[config.mk]
export PLATFORM = sky130hd
export DESIGN_NAME = sb_tx_msg_arbiter_flat
export DESIGN_NICKNAME = d
export VERILOG_FILES = /design/src/rtl/sb_tx_msg_arbiter_if.sv /design/src/rtl/sb_tx_msg_arbiter.sv /design/src/flat_wrapper.sv
export SDC_FILE = /design/constraint.sdc
export NUM_CORES = 1
export LEC_CHECK = 0
export ABC_AREA = 1
export CAP_MARGIN = 10
export CORE_MARGIN = 1.5
export CORE_UTILIZATION = 45
export CTS_CLUSTER_DIAMETER = 30
export DETAILED_ROUTE_END_ITERATION = 16
export DONT_BUFFER_PORTS = 1
export PLACE_DENSITY_LB_ADDON = 0.3
export REMOVE_ABC_BUFFERS = 1
export SYNTH_ARGS = -nofsm -noshare
export SYNTH_HDL_FRONTEND = slang
export SYNTH_SLANG_ARGS = --single-unit
[constraint.sdc]
create_clock -name i_clk -period 2.8 [get_ports i_clk]
set_input_delay 0.14 -clock i_clk [delete_from_list [all_inputs] [get_ports i_clk]]
set_output_delay 0.14 -clock i_clk [all_outputs]
set_load 0.03 [all_outputs]
[src/rtl/sb_tx_msg_arbiter_if.sv]
// LTSM/RDI request fields in, encoder-side message fields and acks out.
// slave = arbiter side, master = requester/framer side.
interface sb_tx_msg_arbiter_if;
    logic        i_clear;
    logic        i_ltsm_req;
    logic        i_ltsm_data_valid;
    logic [3:0]  i_ltsm_state;
    logic [3:0]  i_ltsm_sub_state;
    logic [3:0]  i_ltsm_msg_no;
    logic [15:0] i_ltsm_data_bus;
    logic        i_rdi_req;
    logic [3:0]  i_rdi_msg_no;
    logic        i_pkt_done;
    logic        o_msg_valid;
    logic        o_data_valid;
    logic [3:0]  o_state;
    logic [3:0]  o_sub_state;
    logic [3:0]  o_msg_no;
    logic [15:0] o_data_bus;
    logic        o_rdi_sel;
    logic        o_ltsm_ack;
    logic        o_rdi_ack;
    logic        o_tx_timeout;
    logic        o_busy;

    modport slave (
        input  i_clear, i_ltsm_req, i_ltsm_data_valid, i_ltsm_state, i_ltsm_sub_state,
               i_ltsm_msg_no, i_ltsm_data_bus, i_rdi_req, i_rdi_msg_no, i_pkt_done,
        output o_msg_valid, o_data_valid, o_state, o_sub_state, o_msg_no, o_data_bus,
               o_rdi_sel, o_ltsm_ack, o_rdi_ack, o_tx_timeout, o_busy
    );

    modport master (
        output i_clear, i_ltsm_req, i_ltsm_data_valid, i_ltsm_state, i_ltsm_sub_state,
               i_ltsm_msg_no, i_ltsm_data_bus, i_rdi_req, i_rdi_msg_no, i_pkt_done,
        input  o_msg_valid, o_data_valid, o_state, o_sub_state, o_msg_no, o_data_bus,
               o_rdi_sel, o_ltsm_ack, o_rdi_ack, o_tx_timeout, o_busy
    );
endinterface

[src/rtl/sb_tx_msg_arbiter.sv]
// Round-robin LTSM/RDI sideband message arbiter; o_msg_valid one cycle after a request seen in IDLE.
// Requesters hold req until ack, which follows packet done or timeout; new requests wait out the gap.
module sb_tx_msg_arbiter #(
    parameter int unsigned GAP_CYCLES     = 4,
    parameter int unsigned TIMEOUT_CYCLES = 1023
) (
    input  logic                 i_clk,
    input  logic                 i_rst_n,
    sb_tx_msg_arbiter_if.slave   bus
);
    typedef enum logic [1:0] {IDLE, GRANT, WAIT_DONE, GAP} state_t;

    localparam logic [7:0]  GAP_LAST = 8'(GAP_CYCLES - 1);
    localparam logic [15:0] TO_LAST  = 16'(TIMEOUT_CYCLES - 1);

    state_t      state_q, state_d;
    logic [15:0] wait_cnt_q, wait_cnt_d;
    logic [7:0]  gap_cnt_q, gap_cnt_d;
    logic        last_rdi_q, last_rdi_d;
    logic        msg_valid_q, msg_valid_d;
    logic        data_valid_q, data_valid_d;
    logic [3:0]  state_o_q, state_o_d;
    logic [3:0]  sub_state_q, sub_state_d;
    logic [3:0]  msg_no_q, msg_no_d;
    logic [15:0] data_bus_q, data_bus_d;
    logic        rdi_sel_q, rdi_sel_d;
    logic        ltsm_ack_q, ltsm_ack_d;
    logic        rdi_ack_q, rdi_ack_d;
    logic        tx_timeout_q, tx_timeout_d;
    logic        busy_q, busy_d;
    logic        pick_rdi;

    always_comb begin
        state_d      = state_q;
        wait_cnt_d   = wait_cnt_q;
        gap_cnt_d    = gap_cnt_q;
        last_rdi_d   = last_rdi_q;
        msg_valid_d  = 1'b0;
        ltsm_ack_d   = 1'b0;
        rdi_ack_d    = 1'b0;
        tx_timeout_d = 1'b0;
        data_valid_d = data_valid_q;
        state_o_d    = state_o_q;
        sub_state_d  = sub_state_q;
        msg_no_d     = msg_no_q;
        data_bus_d   = data_bus_q;
        rdi_sel_d    = rdi_sel_q;
        pick_rdi     = 1'b0;

        case (state_q)
            IDLE: begin
                if (bus.i_ltsm_req || bus.i_rdi_req) begin
                    // On a tie, RDI wins only if LTSM was granted last.
                    pick_rdi     = bus.i_rdi_req && (!bus.i_ltsm_req || !last_rdi_q);
                    state_d      = GRANT;
                    msg_valid_d  = 1'b1;
                    wait_cnt_d   = 16'd0;
                    last_rdi_d   = pick_rdi;
                    rdi_sel_d    = pick_rdi;
                    if (pick_rdi) begin
                        data_valid_d = 1'b0;
                        state_o_d    = 4'd0;
                        sub_state_d  = 4'd0;
                        msg_no_d     = bus.i_rdi_msg_no;
                        data_bus_d   = 16'd0;
                    end else begin
                        data_valid_d = bus.i_ltsm_data_valid;
                        state_o_d    = bus.i_ltsm_state;
                        sub_state_d  = bus.i_ltsm_sub_state;
                        msg_no_d     = bus.i_ltsm_msg_no;
                        data_bus_d   = bus.i_ltsm_data_bus;
                    end
                end
            end
            GRANT: state_d = WAIT_DONE;
            WAIT_DONE: begin
                // A done pulse in the last allowed cycle still counts as done, not timeout.
                if (bus.i_pkt_done || (wait_cnt_q == TO_LAST)) begin
                    state_d      = GAP;
                    gap_cnt_d    = 8'd0;
                    ltsm_ack_d   = !rdi_sel_q;
                    rdi_ack_d    = rdi_sel_q;
                    tx_timeout_d = !bus.i_pkt_done;
                end else begin
                    wait_cnt_d = wait_cnt_q + 16'd1;
                end
            end
            GAP: begin
                if (gap_cnt_q == GAP_LAST) begin
                    state_d   = IDLE;
                    gap_cnt_d = 8'd0;
                end else begin
                    gap_cnt_d = gap_cnt_q + 8'd1;
                end
            end
            default: state_d = IDLE;
        endcase

        // Clear drops the in-flight message but leaves last-grant and the presented fields alone.
        if (bus.i_clear) begin
            state_d      = IDLE;
            wait_cnt_d   = 16'd0;
            gap_cnt_d    = 8'd0;
            last_rdi_d   = last_rdi_q;
            msg_valid_d  = 1'b0;
            ltsm_ack_d   = 1'b0;
            rdi_ack_d    = 1'b0;
            tx_timeout_d = 1'b0;
            data_valid_d = data_valid_q;
            state_o_d    = state_o_q;
            sub_state_d  = sub_state_q;
            msg_no_d     = msg_no_q;
            data_bus_d   = data_bus_q;
            rdi_sel_d    = rdi_sel_q;
        end

        busy_d = (state_d == GRANT) || (state_d == WAIT_DONE);
    end

    always_ff @(posedge i_clk or negedge i_rst_n) begin
        if (!i_rst_n) begin
            state_q      <= IDLE;
            wait_cnt_q   <= 16'd0;
            gap_cnt_q    <= 8'd0;
            last_rdi_q   <= 1'b1;
            msg_valid_q  <= 1'b0;
            data_valid_q <= 1'b0;
            state_o_q    <= 4'd0;
            sub_state_q  <= 4'd0;
            msg_no_q     <= 4'd0;
            data_bus_q   <= 16'd0;
            rdi_sel_q    <= 1'b0;
            ltsm_ack_q   <= 1'b0;
            rdi_ack_q    <= 1'b0;
            tx_timeout_q <= 1'b0;
            busy_q       <= 1'b0;
        end else begin
            state_q      <= state_d;
            wait_cnt_q   <= wait_cnt_d;
            gap_cnt_q    <= gap_cnt_d;
            last_rdi_q   <= last_rdi_d;
            msg_valid_q  <= msg_valid_d;
            data_valid_q <= data_valid_d;
            state_o_q    <= state_o_d;
            sub_state_q  <= sub_state_d;
            msg_no_q     <= msg_no_d;
            data_bus_q   <= data_bus_d;
            rdi_sel_q    <= rdi_sel_d;
            ltsm_ack_q   <= ltsm_ack_d;
            rdi_ack_q    <= rdi_ack_d;
            tx_timeout_q <= tx_timeout_d;
            busy_q       <= busy_d;
        end
    end

    assign bus.o_msg_valid  = msg_valid_q;
    assign bus.o_data_valid = data_valid_q;
    assign bus.o_state      = state_o_q;
    assign bus.o_sub_state  = sub_state_q;
    assign bus.o_msg_no     = msg_no_q;
    assign bus.o_data_bus   = data_bus_q;
    assign bus.o_rdi_sel    = rdi_sel_q;
    assign bus.o_ltsm_ack   = ltsm_ack_q;
    assign bus.o_rdi_ack    = rdi_ack_q;
    assign bus.o_tx_timeout = tx_timeout_q;
    assign bus.o_busy       = busy_q;
endmodule

[src/flat_wrapper.sv]
// flat-port wrapper written by rule: the top's interface ports become plain ports
module sb_tx_msg_arbiter_flat 
#(
    parameter int unsigned GAP_CYCLES     = 4,
    parameter int unsigned TIMEOUT_CYCLES = 1023
)
  (i_clk, i_rst_n, bus_i_clear, bus_i_ltsm_req, bus_i_ltsm_data_valid, bus_i_ltsm_state, bus_i_ltsm_sub_state, bus_i_ltsm_msg_no, bus_i_ltsm_data_bus, bus_i_rdi_req, bus_i_rdi_msg_no, bus_i_pkt_done, bus_o_msg_valid, bus_o_data_valid, bus_o_state, bus_o_sub_state, bus_o_msg_no, bus_o_data_bus, bus_o_rdi_sel, bus_o_ltsm_ack, bus_o_rdi_ack, bus_o_tx_timeout, bus_o_busy);
  sb_tx_msg_arbiter_if bus_i ();
  input  logic i_clk;
  input  logic i_rst_n;
  input wire logic [$bits(bus_i.i_clear)-1:0] bus_i_clear;
  input wire logic [$bits(bus_i.i_ltsm_req)-1:0] bus_i_ltsm_req;
  input wire logic [$bits(bus_i.i_ltsm_data_valid)-1:0] bus_i_ltsm_data_valid;
  input wire logic [$bits(bus_i.i_ltsm_state)-1:0] bus_i_ltsm_state;
  input wire logic [$bits(bus_i.i_ltsm_sub_state)-1:0] bus_i_ltsm_sub_state;
  input wire logic [$bits(bus_i.i_ltsm_msg_no)-1:0] bus_i_ltsm_msg_no;
  input wire logic [$bits(bus_i.i_ltsm_data_bus)-1:0] bus_i_ltsm_data_bus;
  input wire logic [$bits(bus_i.i_rdi_req)-1:0] bus_i_rdi_req;
  input wire logic [$bits(bus_i.i_rdi_msg_no)-1:0] bus_i_rdi_msg_no;
  input wire logic [$bits(bus_i.i_pkt_done)-1:0] bus_i_pkt_done;
  output wire logic [$bits(bus_i.o_msg_valid)-1:0] bus_o_msg_valid;
  output wire logic [$bits(bus_i.o_data_valid)-1:0] bus_o_data_valid;
  output wire logic [$bits(bus_i.o_state)-1:0] bus_o_state;
  output wire logic [$bits(bus_i.o_sub_state)-1:0] bus_o_sub_state;
  output wire logic [$bits(bus_i.o_msg_no)-1:0] bus_o_msg_no;
  output wire logic [$bits(bus_i.o_data_bus)-1:0] bus_o_data_bus;
  output wire logic [$bits(bus_i.o_rdi_sel)-1:0] bus_o_rdi_sel;
  output wire logic [$bits(bus_i.o_ltsm_ack)-1:0] bus_o_ltsm_ack;
  output wire logic [$bits(bus_i.o_rdi_ack)-1:0] bus_o_rdi_ack;
  output wire logic [$bits(bus_i.o_tx_timeout)-1:0] bus_o_tx_timeout;
  output wire logic [$bits(bus_i.o_busy)-1:0] bus_o_busy;
  assign bus_i.i_clear = bus_i_clear;
  assign bus_i.i_ltsm_req = bus_i_ltsm_req;
  assign bus_i.i_ltsm_data_valid = bus_i_ltsm_data_valid;
  assign bus_i.i_ltsm_state = bus_i_ltsm_state;
  assign bus_i.i_ltsm_sub_state = bus_i_ltsm_sub_state;
  assign bus_i.i_ltsm_msg_no = bus_i_ltsm_msg_no;
  assign bus_i.i_ltsm_data_bus = bus_i_ltsm_data_bus;
  assign bus_i.i_rdi_req = bus_i_rdi_req;
  assign bus_i.i_rdi_msg_no = bus_i_rdi_msg_no;
  assign bus_i.i_pkt_done = bus_i_pkt_done;
  assign bus_o_msg_valid = bus_i.o_msg_valid;
  assign bus_o_data_valid = bus_i.o_data_valid;
  assign bus_o_state = bus_i.o_state;
  assign bus_o_sub_state = bus_i.o_sub_state;
  assign bus_o_msg_no = bus_i.o_msg_no;
  assign bus_o_data_bus = bus_i.o_data_bus;
  assign bus_o_rdi_sel = bus_i.o_rdi_sel;
  assign bus_o_ltsm_ack = bus_i.o_ltsm_ack;
  assign bus_o_rdi_ack = bus_i.o_rdi_ack;
  assign bus_o_tx_timeout = bus_i.o_tx_timeout;
  assign bus_o_busy = bus_i.o_busy;
  sb_tx_msg_arbiter #(.GAP_CYCLES(GAP_CYCLES), .TIMEOUT_CYCLES(TIMEOUT_CYCLES)) u_core (.i_clk(i_clk), .i_rst_n(i_rst_n), .bus(bus_i));
endmodule
* Yosys cells after proc, flatten, opt, wreduce, memory -nomap -nowiden
Index checks and enable logic that the tools add are counted.
** Storage, ports and cells
- Register bits after elaboration :: 62
- Output and inout bits :: 35
- Logic and storage cells :: 73
** Operators by class
- Reductions and logical operators :: 15
- Add/sub/neg operators :: 2
- Muxes and demuxes :: 30
- Equality and inequality tests :: 10
- Bitwise operators :: 1
** Operator list (count)
- two-way mux 16 bit :: 4
- case mux 16 bit (2 select lines) :: 1
- two-way mux 8 bit :: 3
- adder 16 x 1 -> 16 bit, second input constant :: 1
- equality test 16 x 10 -> 1 bit, second input constant :: 1
- case mux 8 bit (2 select lines) :: 1
- two-way mux 1 bit :: 13
- two-way mux 4 bit :: 3
- adder 8 x 1 -> 8 bit, second input constant :: 1
- equality test 8 x 2 -> 1 bit, second input constant :: 1
- two-way mux 2 bit :: 4
- case mux 2 bit (4 select lines) :: 1
- equality test 2 bit, second input constant :: 3
- inequality test 3 x 2 -> 1 bit, second input constant :: 2
- AND reduction 3 bit :: 2
- nonzero test 3 bit :: 2
- equality test 2 x 1 -> 1 bit, second input constant :: 2
- logical NOT 1 bit :: 4
- logical OR 1 bit :: 4
- inequality test 3 bit, second input constant :: 1
- logical NOT 2 bit :: 1
- AND reduction 2 bit :: 1
- logical AND 1 bit :: 1
- NOT 1 bit :: 1

* Longest topological paths before layout
Gate-level depths: netlist of the first run.
- Depth in word-level cells :: 7
- Gate-level depth with buffers :: 12

* Worst setup path before layout of the first run
Ideal clock, no wire load.
- Kind :: reg-to-reg
- From :: register u_core.wait_cnt_q[0]
- To :: register u_core.wait_cnt_q[15]
- Path slack :: 1.302 ns
- Setup time :: 0.116 ns
- Path buffers :: 1
- Arrival :: 1.382 ns
- Stages on the path, launching flop included :: 13
- Required time :: 2.684 ns
- Cells stage by stage :: dfrtp_1 -> inv_1 -> ha_1 -> nand2_2 -> nor2_2 -> nand2_2 -> nand2_2 -> nand2_4 -> nand2_8 -> buf_12 -> inv_2 -> nand2_1 -> nand2_1
** Between the ends
- Cells in the longest elaborated chain, start to end :: 4
** RTL lines
- start, declared :: line sb_tx_msg_arbiter.sv:17 : logic [15:0] wait_cnt_q, wait_cnt_d;
- start signal, assigned :: line sb_tx_msg_arbiter.sv:139 : wait_cnt_q <= wait_cnt_d;
- adder 16 x 1 -> 16 bit / equality test 16 x 10 -> 1 bit (equally long branches) :: line sb_tx_msg_arbiter.sv:85, sb_tx_msg_arbiter.sv:78
- two-way mux 16 bit / logical OR 1 bit (equally long branches) :: line sb_tx_msg_arbiter.sv:78 : if (bus.i_pkt_done || (wait_cnt_q == TO_LAST)) begin
- case mux 16 bit (2 select lines) / inequality test 3 bit (equally long branches)
- two-way mux 16 bit / AND reduction 3 bit (equally long branches)
Parallel ways exist; a longest one is shown, timed or not. The select of a mux whose other input is x is not followed.
A chain may end at the register's enable or synchronous reset.

* Worst setup path after layout of the first run
- From :: register u_core.state_q[0]
- To :: register u_core.data_bus_q[3] (netlist: u_core.bus.o_data_bus[3])
** Between the ends
- Cells in the longest elaborated chain, start to end :: 2
** RTL lines
- start, declared :: line sb_tx_msg_arbiter.sv:16 : state_t state_q, state_d;
- start signal, assigned :: line sb_tx_msg_arbiter.sv:138 : state_q <= state_d;
- logical NOT 2 bit :: line sb_tx_msg_arbiter.sv:50 : case (state_q)
- AND reduction 3 bit (no line)
- end signal, assigned :: line sb_tx_msg_arbiter.sv:147 : data_bus_q <= data_bus_d;
- end, declared :: line sb_tx_msg_arbiter.sv:25 : logic [15:0] data_bus_q, data_bus_d;
Every way passes these cells.

==> results of run 1 <==
-- logic make-up (layout without fill, tap and decap cells) --
group / Yosys count / in the layout / share of synthesized area
fa+ha+maj: 3 / 3 / 0.0115
xor+xnor: 3 / 3 / 0.00808
simple gates: 254 / 254 / 0.348
flops: 62 / 62 / 0.477
compound gates: 39 / 39 / 0.0857
buf+inv: 46 / 80 / 0.0692
-- worst max-delay path: cells and delay by family, from the launching register on --
kind / cells / cell delay (ps)
flops: 1 / 430
buf+inv: 2 / 780
compound gates: 1 / 110
simple gates: 4 / 500
-- flip-flops by register name (all words and copies together) (netlist names), 2 cells and up --
register,count
u_core.gap_cnt_q,8
u_core.bus.o_data_bus,16
u_core.bus.o_state,4
u_core.bus.o_msg_no,4
u_core.bus.o_sub_state,4
u_core.wait_cnt_q,16
u_core.state_q,2
-- layer usage --
metal	up-vias	part of all wire	GRT usage
met5	-	0	0
met3	13	0.064	0.0556
met1	1334	0.45	0.272
li1	1386	-	-
met4	0	0.013	0.0923
met2	93	0.47	0.332
-- stage by stage --
stage          hold WS (ps)  cell area (sq um)  setup WS, ps
2_1_floorplan          -156               3150           692
3_5_place_dp           -154               3280           837
4_1_cts               0.784               3820           824
5_1_grt                17.2               3820           556
3_3_place_gp           -153               3280           911
6_report               9.28               3820           837
-- area by class of cell --
| type | count | area (sq um) |
|---|---|---|
| flip-flops and latches | 62 | 1550 |
| repair buffers | 33 | 343 |
| clock inverters | 6 | 86.3 |
| clock buffers | 10 | 128 |
| inverters | 31 | 116 |
| multi-input cells | 299 | 1480 |
| well taps | 96 | 120 |
| fillers | 631 | 3080 |
-- what timing repair did --
action | 4_1_cts | 5_1_grt
endpoints found under the hold margin | 99 | 0
hold buffers | 31 | 0
setup buffers | 0 | 0
-- cell usage in the layout, fill, tap and decap left out --
| cell | n |
|---|---|
| nand2_1 | 133 |
| dfrtp_1 | 61 |
| nand3_1 | 46 |
| nor2_1 | 36 |
| dlygate4sd3_1 | 30 |
| inv_1 | 27 |
| nand4_1 | 19 |
| o21ai_2 | 16 |
| o21ai_0 | 13 |
| clkbuf_8 | 9 |
| nand2_2 | 6 |
| o21ai_1 | 5 |
| inv_2 | 4 |
| nor3_1 | 3 |
| o21bai_1 | 3 |
| or2_2 | 3 |
| xor2_1 | 3 |
| ha_1 | 3 |
| nor2_2 | 2 |
| nand3b_1 | 2 |
| clkinv_2 | 2 |
| bufinv_16 | 2 |
| buf_4 | 2 |
| nor2_4 | 1 |
| nand2_4 | 1 |
| nor4b_1 | 1 |
| a22oi_4 | 1 |
| nand2_8 | 1 |
| a21oi_1 | 1 |
| clkbuf_1 | 1 |
| clkinv_4 | 1 |
| clkinvlp_4 | 1 |
| buf_16 | 1 |
| dfstp_2 | 1 |
-- power groups by stage --
stage | combinational, uW | sequential, uW | clock [uW]
floorplan | 208 | 1370 | 0
global placement | 254 | 1400 | 0
detailed placement | 270 | 1390 | 0
CTS | 323 | 1380 | 891
global route | 371 | 1400 | 935
finish | 322 | 1380 | 876
-- worst min-delay path by stage --
stage | start | to | slack, ps | cells past startpoint
after floorplan | i_rst_n | u_core.bus.o_busy$_DFF_PN0_ | -160 | 0
after global placement | i_rst_n | u_core.wait_cnt_q[10]$_DFFE_PN0P_ | -150 | 0
after detailed placement | i_rst_n | u_core.wait_cnt_q[9]$_DFFE_PN0P_ | -150 | 0
after CTS | bus_i_rdi_msg_no[0] | u_core.bus.o_msg_no[0]$_DFFE_PN0P_ | 0.8 | 2
after global routing | bus_i_ltsm_msg_no[2] | u_core.bus.o_msg_no[2]$_DFFE_PN0P_ | 20 | 2
final | bus_i_rdi_msg_no[0] | u_core.bus.o_msg_no[0]$_DFFE_PN0P_ | 9 | 2
==> impl_metrics.py, run 1 <==
metrics = {
    "floorplanning": {
        "start_util": 0.471,
        "ios": 74,
        "core_area_sq_um": 6910,
        "die_x_microns": 88.0,
        "fp-row-count": 30,
        "dieArea_sq_um": 7750,
        "die_h_microns": 88.0,
    },
    "placed_design": {
        "placed_cells": 490,
        "place_congestion": 0.864,
        "io_buffers": 0,
        "place_hpwl_microns": 4730,
    },
    "critical_path": {
        "required_ps": 3020,
        "cp.arrival_ps": 2180,
        "cp_slowest_cell": "inv_1",
        "crit_fanout": 33,
        "critical_path_class": "reg2reg",
        "cp_common_cell": "nand2_1",
        "critPathCaptureType": "flop",
        "r2r_end": "u_core.bus.o_data_bus[3]$_DFFE_PN0P_",
        "reg2regPathDepth": 7,
        "crit_path_start": "u_core.state_q[0]$_DFF_PN0_",
        "startpoint_type": "flop",
        "regToRegStartpoint": "u_core.state_q[0]$_DFF_PN0_",
        "r2r_setup_slack_ps": 840,
        "cp_slowest_stage_delay_ps": 470,
        "path_cells": "nor2_1, o21ai_1, nor2_2, buf_4, inv_1, nand2_1, nand2_1",
        "crit_end": "u_core.bus.o_data_bus[3]$_DFFE_PN0P_",
    },
    "sta": {
        "worst_pin_slew_ps": 888,
        "min_period_ps": 1960,
        "finalHoldViolCount": 0,
        "rsz0062_at_grt": "no",
        "setup-tns-final_ps": 0,
        "maxSlewViolCount": 0,
        "relSlewSlack": 0.407,
        "skew_ps": 11.7,
        "setup_viol": 0,
        "post-route-period-util": 0.701,
        "max_clock_freq_ghz": 0.509,
    },
    "global_route": {
        "grt_first_pass_wirelength_microns": 12700,
        "grt_usage": 0.210,
        "grt_pass1_vias": 2723,
        "grt_overflow": 0,
        "antenna_found_initial": 0,
        "grt_max_degree": 63,
    },
    "yosys": {
        "ys_ff_latch": 62,
        "ys_types": 30,
        "synth_common_cells": "nand2_1 (133), dfrtp_1 (61), nand3_1 (46), nor2_1 (36), inv_1 (27)",
        "yosys_warnings": 0,
        "synthFlopType": "dfrtp_1",
        "synth_top_area_share": 0.469,
        "netlist_area_sq_um": 3250,
        "synth.most_common_cell": "nand2_1",
        "postSynth.asyncResetShare": 1.00,
        "synth_edf_count": 0,
        "postSynthCellCount": 407,
        "avgSynthCellArea_sq_um": 8.00,
        "yosys.area.top_type": "dfrtp_1",
        "synth-seq-area-share": 0.477,
        "synth_area_leaders": "dfrtp_1 (47%), nand2_1 (15%), nand3_1 (7.1%)",
    },
    "drt": {
        "num_vias": 2826,
        "ant_nets": 0,
        "initialDrtViolationCount": 139,
        "wl_per_cell_microns": 13.8,
        "wirelength_microns": 7420,
        "via_per_inst": 5.26,
        "drc_errors": 0,
        "dr.pass1.iters": 4,
    },
    "power_and_ir_drop": {
        "peakVddDrop_v": 0.000535,
        "switching_power_uw": 939,
        "seq_power_share": 0.536,
        "power_uw": 2580,
        "p_comb_frac": 0.125,
        "p_sw_frac": 0.364,
        "cellPowerDensity_nw_per_um2": 675,
        "leakage_uw": 0.00185,
        "power.internal_uw": 1640,
        "pwr-share-clk": 0.339,
    },
    "worst_hold_path": {
        "hp-class": "in2reg",
    },
    "finish": {
        "fin_util": 0.553,
        "final_cells": 537,
        "nets": 478,
        "syn2layout_area_growth_pct": 17.5,
        "drive_gt1_frac": 0.122,
        "diodes": 0,
    },
    "cts": {
        "cts_inserted_buffers": 9,
        "tritoncts": "built",
        "clkTransAtPathRegs_ps": 80,
        "clock_path_buffers": 2,
        "clock-sinks": 62,
        "clk_latency_ps": 340,
        "cts_resized": 0,
        "clockRootBuffer": "clkbuf_8",
        "htree_levels": 3,
    },
    "outcome": {
        "status": "completed",
    },
    "job": {
        "drv_cap": 0,
    },
}
(Power assumes the default switching activity.)
==> run 2, diff against run 1 <==
--- a/config.mk
+++ b/config.mk
@@ -5,7 +5,7 @@
 export SDC_FILE = /design/constraint.sdc
 export NUM_CORES = 1
 export LEC_CHECK = 0
-export ABC_AREA = 1
+export ABC_AREA = 0
 export CAP_MARGIN = 10
 export CORE_MARGIN = 1.5
 export CORE_UTILIZATION = 45
==> constraint.sdc (replaced) <==
create_clock -name i_clk -period 1.8 [get_ports i_clk]
set_input_delay 0.09 -clock i_clk [delete_from_list [all_inputs] [get_ports i_clk]]
set_output_delay 0.09 -clock i_clk [all_outputs]
set_load 0.03 [all_outputs]
==> impl_metrics.py, run 2 <==
metrics = {
    "placed_design": {
        "placed_cells": 408,
        "place_congestion": 0.812,
        "io_buffers": 0,
        "place_hpwl_microns": 4630,
        "placed_area_sq_um": 3190,
        "pre_cts_ws_ps": -179,
    },
    "drt": {
        "ant_nets": 0,
        "num_vias": 2619,
        "drc_errors": 0,
        "wirelength_microns": 7790,
        "initialDrtViolationCount": 202,
        "via_per_inst": 5.64,
        "dr.pass1.iters": 4,
        "wl_per_cell_microns": 16.8,
    },
    "global_route": {
        "grt_first_pass_wirelength_microns": 12900,
        "antenna_found_initial": 0,
        "grt_overflow": 0,
        "grt_pass1_vias": 2715,
        "grt_usage": 0.233,
        "grt_max_degree": 63,
    },
    "cts": {
        "clk_latency_ps": 350,
        "htree_levels": 3,
        "cts_inserted_buffers": 9,
        "clkTransAtPathRegs_ps": 70,
        "tritoncts": "built",
        "clock_path_buffers": 2,
        "clockRootBuffer": "clkbuf_8",
        "clock-sinks": 62,
    },
    "sta": {
        "relSlewSlack": 0.657,
        "worst_pin_slew_ps": 514,
        "post-route-period-util": 1.03,
        "maxSlewViolCount": 0,
        "finalHoldViolCount": 0,
        "skew_ps": 9.04,
        "max_clock_freq_ghz": 0.542,
        "setup_viol": 3,
        "fin_ws_ps": -46.4,
        "rsz0062_at_grt": "yes",
        "min_period_ps": 1850,
    },
    "finish": {
        "drive_gt1_frac": 0.209,
        "syn2layout_area_growth_pct": 33.9,
        "layout_common_cells": "nand2_1 (81), dfrtp_1 (61), nand3_1 (36), dlygate4sd3_1 (36), buf_4 (26)",
        "nets": 424,
        "fin_util": 0.623,
        "final_cells": 464,
        "diodes": 0,
        "register_area_sq_um": 1550,
        "multi_input_area_sq_um": 1440,
        "final_common_cell": "nand2_1",
        "fin_area_sq_um": 3960,
        "fillers": 494,
    },
    "yosys": {
        "postSynth.asyncResetShare": 1.00,
        "avgSynthCellArea_sq_um": 9.23,
        "synth_top_area_share": 0.517,
        "synthFlopType": "dfrtp_1",
        "ys_ff_latch": 62,
        "yosys.area.top_type": "dfrtp_1",
        "synth-seq-area-share": 0.526,
        "synth_area_leaders": "dfrtp_1 (52%), nand2_1 (10%), nand3_1 (6.4%)",
        "synth_common_cells": "nand2_1 (81), dfrtp_1 (61), nand3_1 (38), nor2_1 (14), o21ai_0 (13)",
        "synth.most_common_cell": "nand2_1",
        "yosys_warnings": 0,
        "ys_types": 54,
        "postSynthCellCount": 320,
        "synth_edf_count": 0,
        "netlist_area_sq_um": 2950,
    },
    "worst_hold_path": {
        "worstHoldStart": "bus_i_rdi_req",
        "hold_path_depth": 2,
        "hp-class": "in2reg",
        "worstHoldEndpoint": "u_core.bus.o_busy$_DFF_PN0_",
    },
    "critical_path": {
        "startpoint_type": "flop",
        "required_ps": 2070,
        "regToRegStartpoint": "u_core.wait_cnt_q[1]$_DFFE_PN0P_",
        "cp.arrival_ps": 2110,
        "critPathCaptureType": "flop",
        "critical_path_class": "reg2reg",
        "reg2regPathDepth": 8,
        "crit_fanout": 5,
        "r2r_setup_slack_ps": -50,
        "r2r_end": "u_core.gap_cnt_q[4]$_DFFE_PN0P_",
    },
    "power_and_ir_drop": {
        "leakage_uw": 0.00180,
        "peakVddDrop_v": 0.000691,
        "cellPowerDensity_nw_per_um2": 1050,
    },
    "outcome": {
        "status": "finished with violations",
        "violations": "negative setup slack",
    },
    "job": {
        "drv_cap": 0,
    },
    "floorplanning": {
        "fp-row-count": 29,
        "die_x_microns": 84.0,
        "start_util": 0.465,
        "core_area_sq_um": 6350,
        "ios": 74,
        "dieArea_sq_um": 7060,
        "die_h_microns": 84.0,
    },
}
[run 2: what timing repair did]
item / 4_1_cts / 5_1_grt
gates cloned: 0 / 0
buffers inserted: 1 / 3
endpoints found under the setup margin: 15 / 54
gates resized for setup: 7 / 29
endpoints found under the hold margin: 100 / 0
pin swaps: 10 / 16
hold buffers: 37 / 0
[run 2: cells by family (layout without fill, tap and decap cells)]
group / Yosys count / in the layout / synth area share
AO/OA/AOI/OAI: 54 / 54 / 0.129
buffers and inverters: 23 / 90 / 0.0343
XOR/XNOR: 2 / 2 / 0.00593
multiplexers: 4 / 4 / 0.0136
adder cells (fa/ha/maj): 3 / 3 / 0.0127
flip-flops: 62 / 62 / 0.526
AND/OR/NAND/NOR: 172 / 172 / 0.279
[run 2: final cells by class]
| cell class | count | area share |
|---|---|---|
| repair buffers | 67 | 0.161 |
| inverters | 7 | 0.00759 |
| multi-input cells | 235 | 0.364 |
| flip-flops and latches | 62 | 0.393 |
| clock buffers | 10 | 0.0323 |
| well taps | 77 | 0.0244 |
| clock inverters | 6 | 0.0180 |
[run 2: power breakdown]
group / leakage, uW / switching [uW] / internal [uW] / total [uW]
Clock: 0.0000931 / 589 / 648 / 1240
Combinational: 0.000882 / 397 / 275 / 672
Sequential: 0.000823 / 623 / 1630 / 2260
Total: 0.00180 / 1610 / 2560 / 4170
[run 2: worst max path at each step]
stage	startpoint	endpoint	slack, ps	cells past startpoint
6_report	u_core.wait_cnt_q[1]$_DFFE_PN0P_	u_core.gap_cnt_q[4]$_DFFE_PN0P_	-50	8
3_5_place_dp	u_core.wait_cnt_q[0]$_DFFE_PN0P_	u_core.gap_cnt_q[1]$_DFFE_PN0P_	-180	8
5_1_grt	u_core.wait_cnt_q[0]$_DFFE_PN0P_	u_core.gap_cnt_q[4]$_DFFE_PN0P_	-140	9
2_1_floorplan	u_core.state_q[0]$_DFF_PN0_	u_core.bus.o_data_bus[0]$_DFFE_PN0P_	-480	5
4_1_cts	u_core.wait_cnt_q[0]$_DFFE_PN0P_	u_core.gap_cnt_q[1]$_DFFE_PN0P_	-40	8
3_3_place_gp	u_core.wait_cnt_q[0]$_DFFE_PN0P_	u_core.gap_cnt_q[1]$_DFFE_PN0P_	-90	8
[run 2: critical path, stage by stage (launching register included)]
cell	delay, ps
dfrtp_1	390
ha_2	190
nor4bb_4	140
buf_6	140
a41oi_4	290
buf_6	150
nand2b_4	70
a21o_1	230
a31oi_1	170
[run 2: per-layer routing]
| metal | share of wire | GRT usage | vias up |
|---|---|---|---|
| met2 | 0.51 | 0.394 | 82 |
| li1 | - | - | 1243 |
| met5 | 0 | 0 | - |
| met4 | 0.025 | 0.0954 | 0 |
| met1 | 0.40 | 0.273 | 1277 |
| met3 | 0.061 | 0.0712 | 17 |
[run 2: per-stage QoR]
stage,TNS [ps],hold WS (ps),power (uW)
3_3_place_gp,-367,-204,2770
2_1_floorplan,-12340,-206,2560
4_1_cts,-261,4.66,4140
5_1_grt,-993,38.0,4360
3_5_place_dp,-1440,-204,2790
6_report,-71.0,14.4,4170
==> run 3, diff against run 2 <==
--- a/config.mk
+++ b/config.mk
@@ -6,7 +6,6 @@
 export NUM_CORES = 1
 export LEC_CHECK = 0
 export ABC_AREA = 0
-export CAP_MARGIN = 10
 export CORE_MARGIN = 1.5
 export CORE_UTILIZATION = 45
 export CTS_CLUSTER_DIAMETER = 30
==> constraint.sdc (replaced) <==
create_clock -name i_clk -period 2.2 [get_ports i_clk]
set_input_delay 0.11 -clock i_clk [delete_from_list [all_inputs] [get_ports i_clk]]
set_output_delay 0.11 -clock i_clk [all_outputs]
set_load 0.03 [all_outputs]
==> impl_metrics.py, run 3 (synthesis gave the netlist of run 2 again) <==
metrics = {
    "outcome": {
        "status": "completed",
    },
    "power_and_ir_drop": {
        "p_comb_frac": 0.139,
        "p_sw_frac": 0.380,
        "leakage_uw": 0.00165,
        "cellPowerDensity_nw_per_um2": 909,
        "pwr-share-clk": 0.298,
        "peakVddDrop_v": 0.000576,
        "seq_power_share": 0.563,
        "switching_power_uw": 1250,
        "power.internal_uw": 2040,
    },
    "finish": {
        "register_area_sq_um": 1550,
        "drive_gt1_frac": 0.101,
        "multi_input_area_sq_um": 1310,
        "diodes": 0,
        "final_common_cell": "nand2_1",
        "nets": 402,
        "layout_common_cells": "nand2_1 (81), dfrtp_1 (61), nand3_1 (38)",
        "fin_area_sq_um": 3620,
        "syn2layout_area_growth_pct": 22.6,
        "fillers": 540,
    },
    "sta": {
        "max_clock_freq_ghz": 0.495,
        "setup_viol": 0,
        "finalHoldViolCount": 0,
        "worst_pin_slew_ps": 725,
        "maxSlewViolCount": 0,
        "relSlewSlack": 0.514,
        "whs_ps": 15.0,
        "min_period_ps": 2020,
        "skew_ps": 10.3,
        "post-route-period-util": 0.918,
        "rsz0062_at_grt": "no",
    },
    "cts": {
        "clock-sinks": 62,
        "cts_inserted_buffers": 9,
        "clk_latency_ps": 340,
        "htree_levels": 3,
        "clockRootBuffer": "clkbuf_8",
        "clkTransAtPathRegs_ps": 70,
        "tritoncts": "built",
        "clock_path_buffers": 2,
    },
    "global_route": {
        "grt_overflow": 0,
        "grt_max_degree": 63,
        "antenna_found_initial": 0,
        "grt_usage": 0.210,
        "grt_pass1_vias": 2394,
        "grt_first_pass_wirelength_microns": 11800,
    },
    "floorplanning": {
        "core_area_sq_um": 6350,
        "ios": 74,
        "dieArea_sq_um": 7060,
        "die_x_microns": 84.0,
        "die_h_microns": 84.0,
        "fp-row-count": 29,
        "start_util": 0.465,
    },
    "critical_path": {
        "critPathCaptureType": "flop",
        "startpoint_type": "flop",
        "required_ps": 2410,
        "cp_common_cell": "nand2_1",
        "critical_path_class": "reg2reg",
        "cp_slowest_stage_delay_ps": 590,
        "reg2regPathDepth": 5,
        "path_cells": "nand2_1, nand2_1, mux2i_1, dlygate4sd3_1, o21ai_0",
        "path_buf_inv": 1,
        "cp_slowest_cell": "dlygate4sd3_1",
        "cp.arrival_ps": 2230,
        "crit_family": "buffers and inverters",
        "crit_fanout": 11,
        "cp.depth": 5,
    },
    "placed_design": {
        "io_buffers": 0,
        "placed_area_sq_um": 3010,
        "place_hpwl_microns": 4240,
        "place_congestion": 0.803,
    },
    "drt": {
        "dr.pass1.iters": 4,
        "initialDrtViolationCount": 131,
        "ant_nets": 0,
        "num_vias": 2471,
        "drc_errors": 0,
        "via_per_inst": 5.59,
        "wl_per_cell_microns": 15.8,
        "wirelength_microns": 6990,
    },
    "worst_hold_path": {
        "hp-class": "in2reg",
        "hold_path_depth": 3,
    },
    "job": {
        "drv_cap": 0,
    },
}
run 3: final timing paths:
kind	from	endpoint	slack, ps
min	bus_i_pkt_done	u_core.wait_cnt_q[3]$_DFFE_PN0P_	20
min reg2reg	u_core.last_rdi_q$_DFFE_PN1P_	u_core.last_rdi_q$_DFFE_PN1P_	500
max	u_core.last_rdi_q$_DFFE_PN1P_	u_core.bus.o_msg_no[2]$_DFFE_PN0P_	180
max reg2reg	u_core.last_rdi_q$_DFFE_PN1P_	u_core.bus.o_msg_no[2]$_DFFE_PN0P_	180
max in group asynchronous	i_rst_n	u_core.last_rdi_q$_DFFE_PN1P_	1600
min in group asynchronous	i_rst_n	u_core.bus.o_msg_no[2]$_DFFE_PN0P_	300
run 3: stage by stage:
step | setup WS (ps) | TNS [ps] | power, uW | cells | util
finish | 180 | 0 | 3290 | 442 | 0.570
global route | 50.4 | 0 | 3460 | 442 | 0.570
CTS | 94.4 | 0 | 3300 | 439 | 0.566
detailed placement | 101 | 0 | 2240 | 386 | 0.474
global placement | 198 | 0 | 2220 | 386 | 0.474
floorplan | -77.2 | -1930 | 2090 | 304 | -
run 3: worst register-to-register path: cells and delay by family (launching register included):
kind	cells	cell delay, ps
AO/OA/AOI/OAI	1	80
buffers and inverters	1	590
flip-flops	1	530
multiplexers	1	270
AND/OR/NAND/NOR	2	420
run 3: layout make-up:
type	instances	share of cell area
clock buffer	10	0.0352
sequential	62	0.429
clock inverter	6	0.0173
inverter	7	0.00725
multi-input combinational	235	0.361
tap	77	0.0266
timing repair buffer	45	0.124
run 3: power by group through the flow:
| stage | combinational (uW) | clock, uW | sequential [uW] |
|---|---|---|---|
| detailed placement | 365 | 0 | 1870 |
| global placement | 345 | 0 | 1870 |
| floorplan | 271 | 0 | 1820 |
| global route | 529 | 1050 | 1890 |
| finish | 457 | 981 | 1860 |
| CTS | 446 | 998 | 1860 |
run 3: layer usage:
| metal | global-route usage | part of all wire | wire length (microns) |
|---|---|---|---|
| met1 | 0.273 | 0.44 | 3080 |
| met4 | 0.0909 | 0.012 | 86 |
| met5 | 0 | 0 | 0 |
| met3 | 0.0544 | 0.064 | 446 |
| met2 | 0.331 | 0.48 | 3370 |
run 3: timing repair:
action                                 CTS  global route
hold buffers                            37             0
setup buffers                            0             3
endpoints found under the hold margin   97             0
resized for setup                        0             1
setup endpoints to repair                0             6
